<file path="src/rtl/i2s_cap_pkg.sv">
// Shared widths and output-state encoding for the I2S capture path.
// Pure declarations; no logic, no latency, no flow control.
package i2s_cap_pkg;

    localparam int SAMPLE_W  = 24;
    localparam int DATA_W    = 16;
    localparam int SLOT_BITS = 32;

    typedef enum logic [1:0] {
        EMPTY,
        OFFER,
        HOLD
    } out_state_t;

endpackage

</file>
<file path="src/rtl/i2s_rx.sv">
// Purpose: synchronise raw I2S lines and capture the 24-bit left-channel word.
// Latency: sample_valid within 4 sys_clk cycles of the sck rise carrying bit 23.
// Backpressure: none; every complete left word is strobed out unconditionally.
module i2s_rx
    import i2s_cap_pkg::*;
(
    input  logic                sys_clk,
    input  logic                sys_rst_n,
    input  logic                i2s_sck,
    input  logic                i2s_ws,
    input  logic                i2s_sd,
    output logic [SAMPLE_W-1:0] sample,
    output logic                sample_valid
);

    localparam int CNT_W = $clog2(SLOT_BITS);
    localparam logic [CNT_W-1:0] LAST_BIT = CNT_W'(SAMPLE_W - 1);

    logic [1:0]          sck_sync;
    logic [1:0]          ws_sync;
    logic [1:0]          sd_sync;
    logic                sck_d;
    logic                ws_prev;
    logic                active;
    logic [CNT_W-1:0]    bit_cnt;
    logic [SAMPLE_W-1:0] shreg;
    logic                sck_rise;

    assign sck_rise = sck_sync[1] & ~sck_d;

    // ws_prev resets to 0 so a reset inside a left slot cannot fake a 1->0
    // transition; capture resumes only at the next real slot start.
    always_ff @(posedge sys_clk or negedge sys_rst_n) begin
        if (!sys_rst_n) begin
            sck_sync     <= '0;
            ws_sync      <= '0;
            sd_sync      <= '0;
            sck_d        <= 1'b0;
            ws_prev      <= 1'b0;
            active       <= 1'b0;
            bit_cnt      <= '0;
            shreg        <= '0;
            sample       <= '0;
            sample_valid <= 1'b0;
        end else begin
            sck_sync     <= {sck_sync[0], i2s_sck};
            ws_sync      <= {ws_sync[0], i2s_ws};
            sd_sync      <= {sd_sync[0], i2s_sd};
            sck_d        <= sck_sync[1];
            sample_valid <= 1'b0;
            if (sck_rise) begin
                ws_prev <= ws_sync[1];
                if (ws_sync[1] != ws_prev) begin
                    // 1->0 opens the left slot; 0->1 abandons any partial word
                    active  <= ~ws_sync[1];
                    bit_cnt <= '0;
                end else if (active) begin
                    shreg <= {shreg[SAMPLE_W-2:0], sd_sync[1]};
                    if (bit_cnt == LAST_BIT) begin
                        sample       <= {shreg[SAMPLE_W-2:0], sd_sync[1]};
                        sample_valid <= 1'b1;
                        active       <= 1'b0;
                    end else begin
                        bit_cnt <= bit_cnt + 1'b1;
                    end
                end
            end
        end
    end

endmodule

</file>
<file path="src/rtl/i2s_peak_meter.sv">
// Purpose: windowed peak |sample| of the left I2S channel, offered to a UART printer.
// Latency: data/uart_ena valid 2 cycles after the window's final sample strobe.
// Backpressure: data frozen while offered and for HOLD_CYCLES after uart_ready; one-deep newest-wins pending, drops flag overrun.
module i2s_peak_meter
    import i2s_cap_pkg::*;
#(
    parameter int WINDOW_LOG2 = 12,
    parameter int HOLD_CYCLES = 32768
) (
    input  logic                sys_clk,
    input  logic                sys_rst_n,
    input  logic                i2s_sck,
    input  logic                i2s_ws,
    input  logic                i2s_sd,
    input  logic                uart_ready,
    output logic [DATA_W-1:0]   data,
    output logic                uart_ena,
    output logic [SAMPLE_W-1:0] sample,
    output logic                sample_valid,
    output logic                overrun
);

    localparam int ABS_W  = SAMPLE_W - 1;
    localparam int HOLD_W = (HOLD_CYCLES > 1) ? $clog2(HOLD_CYCLES) : 1;
    localparam logic [HOLD_W-1:0]      HOLD_LOAD = HOLD_W'(HOLD_CYCLES - 1);
    localparam logic [WINDOW_LOG2-1:0] WIN_LAST  = '1;
    localparam logic [SAMPLE_W-1:0]    NEG_FULL  = {1'b1, {(SAMPLE_W-1){1'b0}}};

    i2s_rx u_rx (
        .sys_clk      (sys_clk),
        .sys_rst_n    (sys_rst_n),
        .i2s_sck      (i2s_sck),
        .i2s_ws       (i2s_ws),
        .i2s_sd       (i2s_sd),
        .sample       (sample),
        .sample_valid (sample_valid)
    );

    logic [SAMPLE_W-1:0]    neg_sample;
    logic [ABS_W-1:0]       abs_val;
    logic [ABS_W-1:0]       peak;
    logic [ABS_W-1:0]       peak_next;
    logic [WINDOW_LOG2-1:0] win_cnt;
    logic                   res_vld;
    logic [DATA_W-1:0]      res_dat;

    assign neg_sample = ~sample + 1'b1;

    // -full scale has no positive 24-bit twin, so it clamps to the 23-bit max
    always_comb begin
        abs_val = sample[ABS_W-1:0];
        if (sample[SAMPLE_W-1]) begin
            abs_val = (sample == NEG_FULL) ? '1 : neg_sample[ABS_W-1:0];
        end
    end

    assign peak_next = (abs_val > peak) ? abs_val : peak;

    always_ff @(posedge sys_clk or negedge sys_rst_n) begin
        if (!sys_rst_n) begin
            peak    <= '0;
            win_cnt <= '0;
            res_vld <= 1'b0;
            res_dat <= '0;
        end else begin
            res_vld <= 1'b0;
            if (sample_valid) begin
                if (win_cnt == WIN_LAST) begin
                    res_vld <= 1'b1;
                    res_dat <= peak_next[ABS_W-1 -: DATA_W];
                    peak    <= '0;
                    win_cnt <= '0;
                end else begin
                    peak    <= peak_next;
                    win_cnt <= win_cnt + 1'b1;
                end
            end
        end
    end

    out_state_t        state;
    logic [HOLD_W-1:0] hold_cnt;
    logic              pend_vld;
    logic [DATA_W-1:0] pend_dat;

    always_ff @(posedge sys_clk or negedge sys_rst_n) begin
        if (!sys_rst_n) begin
            state    <= EMPTY;
            data     <= '0;
            uart_ena <= 1'b0;
            hold_cnt <= '0;
            pend_vld <= 1'b0;
            pend_dat <= '0;
            overrun  <= 1'b0;
        end else begin
            case (state)
                EMPTY: begin
                    if (res_vld) begin
                        data     <= res_dat;
                        uart_ena <= 1'b1;
                        state    <= OFFER;
                    end
                end
                OFFER: begin
                    if (res_vld) begin
                        pend_dat <= res_dat;
                        pend_vld <= 1'b1;
                        if (pend_vld) overrun <= 1'b1;
                    end
                    if (uart_ready) begin
                        uart_ena <= 1'b0;
                        hold_cnt <= HOLD_LOAD;
                        state    <= HOLD;
                    end
                end
                HOLD: begin
                    if (hold_cnt == '0) begin
                        // a result arriving at expiry is fresher than pending
                        if (res_vld) begin
                            data     <= res_dat;
                            uart_ena <= 1'b1;
                            pend_vld <= 1'b0;
                            if (pend_vld) overrun <= 1'b1;
                            state    <= OFFER;
                        end else if (pend_vld) begin
                            data     <= pend_dat;
                            uart_ena <= 1'b1;
                            pend_vld <= 1'b0;
                            state    <= OFFER;
                        end else begin
                            state    <= EMPTY;
                        end
                    end else begin
                        hold_cnt <= hold_cnt - 1'b1;
                        if (res_vld) begin
                            pend_dat <= res_dat;
                            pend_vld <= 1'b1;
                            if (pend_vld) overrun <= 1'b1;
                        end
                    end
                end
                default: begin
                    state    <= EMPTY;
                    uart_ena <= 1'b0;
                end
            endcase
        end
    end

endmodule

</file>
<file path="config.mk">
export PLATFORM = sky130hd
export DESIGN_NAME = i2s_peak_meter
export DESIGN_NICKNAME = d
export VERILOG_FILES = /design/src/rtl/i2s_cap_pkg.sv /design/src/rtl/i2s_rx.sv /design/src/rtl/i2s_peak_meter.sv
export SDC_FILE = /design/constraint.sdc
export NUM_CORES = 1
export LEC_CHECK = 0
export ABC_AREA = 1
export CORE_MARGIN = 5
export CORE_UTILIZATION = 34
export CTS_BUF_LIST = sky130_fd_sc_hd__clkbuf_2
export CTS_CLUSTER_DIAMETER = 120
export CTS_CLUSTER_SIZE = 8
export DETAILED_ROUTE_END_ITERATION = 10
export GPL_TIMING_DRIVEN = 0
export PLACE_DENSITY = 0.48
export SETUP_SLACK_MARGIN = 0.05
export SLEW_MARGIN = 5
export SYNTH_ARGS = -nofsm -noshare
export SYNTH_HDL_FRONTEND = slang
export SYNTH_SLANG_ARGS = --single-unit
</file>
<file path="constraint.sdc">
create_clock -name sys_clk -period 6.7 [get_ports sys_clk]
set_input_delay 1.675 -clock sys_clk [delete_from_list [all_inputs] [get_ports sys_clk]]
set_output_delay 1.675 -clock sys_clk [all_outputs]
set_load 0.02 [all_outputs]
</file>
# Word-level counts from Yosys, hierarchy flattened
# Index checks and enable logic that the tools add are counted.
# W data, S select, Z words.
[op_classes] addsub=4 n_lt_le_gt_ge=1 n_eq_ne=12 mux=43 n_bitwise=5 n_reduce_logical=18
[ops] cell="$mux W16" n=6
[ops] cell="$mux W23" n=4
[ops] cell="$pmux W16 S2" n=2
[ops] cell="$mux W15" n=2
[ops] cell="$pmux W15 S2" n=1
[ops] cell="$eq A24 B24 Y1 const B" n=1
[ops] cell="$add A23 B1 Y23 const B" n=1
[ops] cell="$gt A23 B23 Y1" n=1
[ops] cell="$not A23 Y23" n=1
[ops] cell="$mux W1" n=18
[ops] cell="$logic_not A15 Y1" n=1
[ops] cell="$mux W5" n=3
[ops] cell="$reduce_and A3 Y1" n=5
[ops] cell="$sub A15 B1 Y15 const B" n=1
[ops] cell="$add A12 B1 Y12 const B" n=1
[ops] cell="$eq A12 B12 Y1 const B" n=1
[ops] cell="$mux W12" n=1
[ops] cell="$reduce_and A4 Y1" n=3
[ops] cell="$ne A2 B2 Y1 const B" n=4
[ops] cell="$reduce_bool A2 Y1" n=4
[ops] cell="$mux W2" n=3
[ops] cell="$pmux W2 S3" n=1
[ops] cell="$reduce_and A2 Y1" n=3
[ops] cell="$add A5 B1 Y5 const B" n=1
[ops] cell="other kinds (12)" n=14
[word_totals] register_bits=166 in_bits=6 output_inout_bits=43 wordCells=105

# Longest topological paths before layout
# Gate-level depths: netlist of run 1.
[depth] depth_word=7 mapped_depth=24 mapped_depth_nobuf=23

# Modules after synthesis
# From an unflattened synthesis of run 1, not the netlist that was laid out.
[hier_totals] cells_unflattened=1220 hier_area_um2=9273.9
[modules_own_cells] mod="i2s_peak_meter" n_inst=1 cells_each=948 area_per_inst_um2=6815.3 seq_area_each_um2=2602.5
[modules_own_cells] mod="i2s_rx" n_inst=1 cells_each=272 area_per_inst_um2=2458.6 seq_area_each_um2=1551.5

# Worst setup path after synthesis of run 1
# No wires, ideal clock.
[synth_timing] path_type="reg-to-reg" start="reg u_rx.sample[0]" end="reg res_dat[5]" setup_ns=0.117 arrival_ns=2.620 required_time_ns=6.583 slack_ns=3.963 path_stages_with_launch=22 path_buffers=1 synth_period_minus_slack_ns=2.737 path_cell_list="dfrtp_1 inv_1 ha_1 nand3_1 nor2_4 nor2_1 xor2_1 nor2_1 inv_1 ha_1 nand2_1 nor2_1 nand2_1 nor2_1 nand2_1 nand3_2 nand2_4 inv_2 buf_4 nand2_1 nand3_1 nand2_1"
[synth_between] elab_chain_len=6
[synth_rtl] element="start, declared" line_no="i2s_rx.sv:12" rtl="output logic [SAMPLE_W-1:0] sample,"
[synth_rtl] element="start signal, assigned" line_no="i2s_rx.sv:60" rtl="sample <= {shreg[SAMPLE_W-2:0], sd_sync[1]};"
[synth_rtl] element="$not A23 Y23" line_no="i2s_peak_meter.sv:47" rtl="assign neg_sample = ~sample + 1'b1;"
[synth_rtl] element="$add A23 B1 Y23" line_no="i2s_peak_meter.sv:47"
[synth_rtl] element="$mux W23" line_no="i2s_peak_meter.sv:53" rtl="abs_val = (sample == NEG_FULL) ? '1 : neg_sample[ABS_W-1:0];"
[synth_rtl] element="$mux W23 *" line_no="i2s_peak_meter.sv:52" rtl="if (sample[SAMPLE_W-1]) begin"
[synth_rtl] element="$gt A23 B23 Y1" line_no="i2s_peak_meter.sv:57" rtl="assign peak_next = (abs_val > peak) ? abs_val : peak;"
[synth_rtl] element="$mux W23 *" line_no="i2s_peak_meter.sv:57"
[synth_rtl] element="end signal, assigned" line_no="i2s_peak_meter.sv:70" rtl="res_dat <= peak_next[ABS_W-1 -: DATA_W];"
[synth_rtl] element="end, declared" line_no="i2s_peak_meter.sv:45" rtl="logic [DATA_W-1:0] res_dat;"
# Mark *: on every way between the ends. The rest lies on a longest branch, timed or not. The select of a mux whose other input is x is not followed.
# A chain may end at the register's enable or synchronous reset.

# Worst setup path after layout of run 1
[layout_timing] start="reg u_rx.sample_valid" end="out sample_valid"
[layout_lines] element="start, declared" line_no="i2s_rx.sv:13" rtl="output logic sample_valid"
[layout_lines] element="start signal, assigned" line_no="i2s_rx.sv:44" rtl="sample_valid <= 1'b0;"
[layout_lines] element="start signal, assigned" line_no="i2s_rx.sv:50" rtl="sample_valid <= 1'b0;"
[layout_lines] element="start signal, assigned" line_no="i2s_rx.sv:61" rtl="sample_valid <= 1'b1;"
[layout_lines] element="end, declared" line_no="i2s_peak_meter.sv:19" rtl="output logic sample_valid,"
# No word-level cell between the ends.

==> results.ini, run 1 <==
[clocking]
root_buffer=clkbuf_2
cts_tree=yes
clkSinkCount=166
htreeDepth=4
cts_resized=0
numCtsBuffers=17
clkTransAtPathRegs_ns=0.25
clkLatencyLatePin_ns=0.75
cts_hold_buf=0
cts_setup_buffers=0
clk_path_buf_depth=2

[worst_setup_path]
worst-path-stages=1
reg2reg_slack_ns=3.36
arrival_ns=1.99
r2r_start=u_rx.sample[0]$_DFFE_PN0P_
worstSetupPathType=reg2out
critical_path.cell_chain=clkdlybuf4s50_1
startpoint_type=flip-flop
crit_slowest_cell=clkdlybuf4s50_1
crit_family=buffers and inverters
path_buf_inv=1
max_stage_delay_ns=0.69
crit_fanout=7
crit_required_ns=5.03
reg2reg_to=res_dat[13]$_DFFE_PN0P_
crit_path_start=u_rx.sample_valid$_DFF_PN0_
end_kind=output pin
r2r_cells=22

[sta]
rsz0062_at_grt=false
period_share_pct=54.7
fin_crit_ns=3.67
worstMarginPinSlew_ns=0.654
hold_viol_final=0
setup_violations=0
setup_slack_ns=3.03
fmax_ghz=0.273
relSlewSlack_pct=56.4
report.final.slew_viol_count=0
clock_skew_ns=0.0525
setup_tns_ns=0

[finish]
final_area_um2=10000
drive_gt1_share_pct=7.85
nNetsFinal=1247
area_delta_synth_final_pct=13.2
post-route-util_pct=38.8

[floorplanning]
dieHeight_um=171
fp-row-count=59
ioPinCount=49
die_w_um=171
initial_core_util_pct=34.3
die_area_um2=29400
core_area_um2=25800

[logic_synthesis]
yosys.area.top_type=dfrtp_1
syn-instance-count=1142
syn_nets=1179
avgSynthCellArea_um2=7.76
synth_area_um2=8860
synth-main-ff-cell=dfrtp_1
synthArstFlopShare_pct=100
yosysWarnings=0
seq_area_frac_synth_pct=46.9
synth_area_leaders=dfrtp_1, nand2_1, inv_1, nand3_1, o21ai_0
ys_types=41
synth_edf_count=0
synth_seq_cells=166
synth_top_cell_area_share_pct=46.9

[status]
status=complete, no violations

[grt]
track_usage_pct=14.9
antenna_found_initial=1
grt_max_degree=88
overflow=0
grt_pass1_wl_um=35600
grt_pass1_vias=7020

[place]
place_congestion=0.812
placed_area_um2=9790
pre_cts_ws_ns=3.38
hpwl_um=15500
portBuffers=48

[min_path]
holdPathEnd=u_rx.sck_sync[1]$_DFF_PN0_
min_from=u_rx.sck_sync[0]$_DFF_PN0_
hold_path_class=reg2reg
hold-path-cell-count=0

[power]
ir_worst_vdd_mv=0.173
comb_power_share_pct=30.2
leakage_nw=5.10
p_per_area_nw_per_um2=257
p_int_w=0.00161
seq_power_share_pct=48.8
clockPowerShare_pct=21.0
switching_power_w=0.000965
switching_share_pct=37.5

[route]
final_antenna_net_count=0
drtIter0Drc=398
viasPerCell=4.55
drc_errors=0
drt-met1-wl_um=10900
vias=7086
drt_wl_total_um=20900
wl_met3_um=606
wl_met2_um=9140
wl_per_cell_um=13.4
dr.max_layer_used=met4
dr.pass1.iters=5

[run]
max_cap_viol_count=0

==> power groups by stage <==
stage / clock (W) / combinational (W) / sequential, W
after floorplan: 0 / 0.000472 / 0.00132
after global routing: 0.000613 / 0.000881 / 0.00128
final: 0.000542 / 0.000776 / 0.00126
after CTS: 0.000571 / 0.000795 / 0.00126
after global placement: 0 / 0.000790 / 0.00128
after detailed placement: 0 / 0.000793 / 0.00128
==> through the flow <==
stage	hold WS, ns	cells	total power, W
floorplan	0.331	1142	0.00180
global placement	0.334	1525	0.00207
detailed placement	0.336	1526	0.00207
CTS	0.394	1558	0.00262
global route	0.403	1559	0.00277
finish	0.385	1559	0.00257
==> sequential cells by signal (all words and copies together) (netlist names), 2 cells and up <==
signal,count
state,2
u_rx.ws_sync,2
win_cnt,12
u_rx.sck_sync,2
hold_cnt,15
u_rx.sample,24
pend_dat,16
res_dat,16
u_rx.bit_cnt,5
peak,23
u_rx.shreg,23
data,16
u_rx.sd_sync,2
==> final cells by class <==
type | instances | area, um^2
diodes | 1 | 2.50
inverters | 134 | 503
plain buffers | 37 | 193
clock inverters | 15 | 145
multi-input cells | 805 | 4010
well taps | 335 | 419
flip-flops and latches | 166 | 4150
clock buffers | 17 | 85.1
fillers | 2687 | 15800
repair buffers | 49 | 513
==> worst max-delay path by stage <==
stage / slack (ns) / end
after floorplan: 3.96 / res_dat[5]$_DFFE_PN0P_
after global placement: -3.38 / u_rx.shreg[18]$_DFFE_PN0P_
after detailed placement: 3.38 / res_dat[9]$_DFFE_PN0P_
after CTS: 2.93 / sample_valid
after global routing: 2.89 / sample_valid
final: 3.03 / sample_valid
==> cells in the mapped netlist, types with 8 or more instances <==
cell type,count
a21oi_1,28
o21ai_0,89
clkbuf_1,20
xor2_1,13
dfrtp_1,166
ha_1,31
inv_1,128
a31oi_1,10
nand2_1,350
nor2_1,113
buf_4,8
nand3_1,95
==> cell families (layout without fill, tap and decap cells) <==
group                    Yosys count  after routing  synth area share (%)
AO/OA/AOI/OAI                    148            148                  9.63
other                              0              1                     0
AND/OR/NAND/NOR                  606            606                  29.2
adder cells (fa/ha/maj)           31             31                  4.38
XOR/XNOR                          18             18                  1.78
flip-flops                       166            166                  46.9
buffers and inverters            171            252                  7.85
multiplexers                       2              2                 0.240
==> layout by cell type (no fill, tap or decap), drive strengths merged, types with 2 or more instances in the layout <==
master	count
a211oi	3
a21boi	2
a21o	3
a21oi	29
a31oi	17
buf	19
clkbuf	37
clkdlybuf4s50	47
clkinv	8
dfrtp	166
ha	31
inv	139
nand2	357
nand3	99
nand3b	4
nand4	8
nor2	126
nor3	5
nor4	2
o21ai	90
or2	3
xnor2	5
xor2	13
==> layer usage <==
| metal | vias up | global-route usage [%] |
|---|---|---|
| met4 | 0 | 4.03 |
| li1 | 3779 | - |
| met1 | 3200 | 21.3 |
| met3 | 23 | 2.83 |
| met2 | 84 | 23.2 |
| met5 | - | 0 |
No activity file was read; power rests on OpenSTA's default activity.
==> run 2, diff against run 1 <==
--- a/config.mk
+++ b/config.mk
@@ -13,7 +13,7 @@
 export CTS_CLUSTER_SIZE = 8
 export DETAILED_ROUTE_END_ITERATION = 10
 export GPL_TIMING_DRIVEN = 0
-export PLACE_DENSITY = 0.48
+export PLACE_DENSITY = 0.5
 export SETUP_SLACK_MARGIN = 0.05
 export SLEW_MARGIN = 5
 export SYNTH_ARGS = -nofsm -noshare
==> constraint.sdc (replaced) <==
create_clock -name sys_clk -period 3.25 [get_ports sys_clk]
set_input_delay 0.8125 -clock sys_clk [delete_from_list [all_inputs] [get_ports sys_clk]]
set_output_delay 0.8125 -clock sys_clk [all_outputs]
set_load 0.02 [all_outputs]
==> run 2 against run 1 <==
  * Sequential power rose by 110%
  * Hold slack got worse by 0.0045 ns
  * Final area rose by 4.0%
  * Register-to-register slack got worse by 3.1 ns
  * Core utilization rose by 1.5 points
  * Via count rose by 3.3%
  * Die area did not move
  * Wire length rose by 0.81%
  * First-iteration DRC count rose by 2.8%
  * Total power rose by 110%
  * Combinational power rose by 110%
  * Final cell count rose by 1.4%
==> results.ini, run 2 (same netlist as run 1, synthesis figures left out) <==
[route]
viasPerCell=4.63  ; was 4.55
drt_wl_total_um=21100  ; was 20900 um
final_antenna_net_count=0  ; unchanged
drtIter0Drc=409  ; was 398
vias=7323  ; was 7086
drc_errors=0  ; unchanged
dr.pass1.iters=5  ; unchanged
wl_per_cell_um=13.3  ; was 13.4 um

[finish]
nNetsFinal=1270  ; was 1247
layout.cells.most_common=nand2_1  ; unchanged
largest_reg_flops=24  ; unchanged
layout.cells.non_filler=1581  ; was 1559
post-route-util_pct=40.3  ; was 38.8%
reg_top3=u_rx.sample: 24 flops, peak: 23 flops, u_rx.shreg: 23 flops  ; unchanged
mostFrequentLayoutCells=nand2_1, dfrtp_1, inv_1  ; unchanged
drive_gt1_share_pct=12.9  ; was 7.85%
area_delta_synth_final_pct=17.6  ; was 13.2%
top_register=u_rx.sample  ; unchanged

[floorplanning]
die_w_um=171  ; unchanged
fp-row-count=59  ; unchanged
core_area_um2=25800  ; unchanged
die_area_um2=29400  ; unchanged
dieHeight_um=171  ; unchanged
ioPinCount=49  ; unchanged
initial_core_util_pct=34.3  ; unchanged

[min_path]
hold_path_class=reg2reg  ; unchanged

[sta]
report.final.slew_viol_count=0  ; unchanged
hold_slack_ns=0.381  ; was 0.385 ns
period_share_pct=93.5
fmax_ghz=0.329
worstMarginPinSlew_ns=0.648  ; was 0.654 ns
setup_violations=0  ; unchanged
relSlewSlack_pct=56.8  ; was 56.4%
fin_crit_ns=3.04
rsz0062_at_grt=true  ; was false
hold_viol_final=0  ; unchanged
clock_skew_ns=0.0528  ; was 0.0525 ns

[worst_setup_path]
crit_fanout=6  ; was 7
crit_required_ns=3.93  ; was 5.03 ns
crit_slowest_cell=dfrtp_2  ; was clkdlybuf4s50_1
path_buf_inv=5  ; was 1
worstSetupPathType=reg2reg  ; was reg2out
critical_path.cell_chain=nor2_2, nand3_4, nor2_4, nand4_4, buf_4, nand2_1, nor2_2, inv_1, ha_1, nand2_1, nor2_1, nand2_1, inv_1, nand2_2, nand3_4, nand2_8, inv_6, buf_4, nand2_1, nand3_1, nand2_1  ; was clkdlybuf4s50_1
reg2reg_slack_ns=0.21  ; was 3.36 ns
max_stage_delay_ns=0.51  ; was 0.69 ns
crit_family=simple AND/OR/NAND/NOR gates  ; was buffers and inverters
end_kind=flip-flop  ; was output pin
arrival_ns=3.71  ; was 1.99 ns
startpoint_type=flip-flop  ; unchanged
path_common_cell=nand2_1

[clocking]
root_buffer=clkbuf_2  ; unchanged
clkTransAtPathRegs_ns=0.26  ; was 0.25 ns
clkLatencyLatePin_ns=0.73  ; was 0.75 ns
cts_tree=yes  ; unchanged
clk_path_buf_depth=2  ; unchanged
clkSinkCount=166  ; unchanged
numCtsBuffers=17  ; unchanged
htreeDepth=4  ; unchanged

[place]
dp_cells=1526  ; unchanged
portBuffers=48  ; unchanged
hpwl_um=15300  ; was 15500 um
place_congestion=0.808  ; was 0.812

[power]
p_per_area_nw_per_um2=514  ; was 257 nW/um^2
leakage_nw=5.27  ; was 5.10 nW
ir_worst_vdd_mv=0.457  ; was 0.173 mV
total_power_w=0.00536  ; was 0.00257 W

[grt]
overflow=0  ; unchanged
grt_max_degree=86  ; was 88
grt_pass1_wl_um=35600  ; about the same
antenna_found_initial=1  ; unchanged
track_usage_pct=14.8  ; was 14.9%
grt_pass1_vias=7051  ; was 7020

[status]
status=complete, no violations  ; unchanged

[run]
max_cap_viol_count=0  ; unchanged

==> run 2: cell count changes in the layout (fill, tap and decap cells not counted), sizes merged <==
cell	change
buf	+20
bufinv	+1
clkbuf	+1
clkinv	-1
dlygate4sd3	+1
inv	-1
nand4	+1
==> run 2: metrics by stage <==
stage | area [um^2] | worst slack (ns) | TNS (ns)
CTS | 10100 | 0.0320 | 0
floorplan | 8860 | 0.513 | 0
finish | 10400 | 0.212 | 0
global route | 10400 | 0.0172 | 0
global placement | 9760 | -5.91 | -978.66
detailed placement | 9790 | -0.0689 | -1.09
==> run 2: report_power, final <==
group	internal, W	switching, W
Combinational	0.000636	0.000964
Sequential	0.00238	0.000205
Clock	0.000361	0.000807
Total	0.00338	0.00198
==> run 2: worst register-to-register path, cell delays in order (launching register included) <==
cell and delay [ns]:
dfrtp_2 0.51, nor2_2 0.22, nand3_4 0.11, nor2_4 0.25, nand4_4 0.20, buf_4 0.18, nand2_1 0.07, nor2_2 0.05
inv_1 0.06, ha_1 0.21, nand2_1 0.09, nor2_1 0.05, nand2_1 0.11, inv_1 0.11, nand2_2 0.10, nand3_4 0.13
nand2_8 0.13, inv_6 0.05, buf_4 0.15, nand2_1 0.07, nand3_1 0.12, nand2_1 0.08
==> run 2: final cells by class <==
cell class / count / area, um^2
multi-input combinational: 806 / 4200
inverter: 134 / 515
buffer: 37 / 209
tap: 335 / 419
antenna: 1 / 2.50
fill: 2739 / 15400
clock inverter: 14 / 151
sequential: 166 / 4160
clock buffer: 17 / 85.1
timing repair buffer: 71 / 681
==> run 2: repair_timing <==
action,CTS,global route
endpoints found under the hold margin,8,0
endpoints found under the setup margin,31,39
hold buffers,1,0
buffers inserted,9,11
gates resized for setup,13,56
gates cloned,0,2
pin swaps,4,14
==> run 2: routing by layer <==
metal	vias up	global-route usage, %	share of wire (%)
met3	16	2.41	3.3
met5	-	0	0
met1	3363	21.9	51
met2	116	23.0	45
li1	3828	-	-
met4	0	3.44	1.1
==> run 2: path summary, 6_finish.rpt <==
| kind | from | endpoint | cells past startpoint |
|---|---|---|---|
| max in group asynchronous | sys_rst_n | u_rx.sample[5]$_DFFE_PN0P_ | 3 |
| hold / removal | u_rx.sd_sync[0]$_DFF_PN0_ | u_rx.sd_sync[1]$_DFF_PN0_ | 0 |
| setup reg to reg | u_rx.sample[2]$_DFFE_PN0P_ | res_dat[9]$_DFFE_PN0P_ | 21 |
| hold reg to reg | u_rx.sd_sync[0]$_DFF_PN0_ | u_rx.sd_sync[1]$_DFF_PN0_ | 0 |
| setup / recovery | u_rx.sample[2]$_DFFE_PN0P_ | res_dat[9]$_DFFE_PN0P_ | 21 |
| min in group asynchronous | sys_rst_n | hold_cnt[11]$_DFFE_PN0P_ | 2 |
==> run 3, diff against run 2 <==
--- a/config.mk
+++ b/config.mk
@@ -10,7 +10,6 @@
 export CORE_UTILIZATION = 34
 export CTS_BUF_LIST = sky130_fd_sc_hd__clkbuf_2
 export CTS_CLUSTER_DIAMETER = 120
-export CTS_CLUSTER_SIZE = 8
 export DETAILED_ROUTE_END_ITERATION = 10
 export GPL_TIMING_DRIVEN = 0
 export PLACE_DENSITY = 0.5
==> results of run 3 <==
Final layout, timing and power as in run 2 (identical DEF).
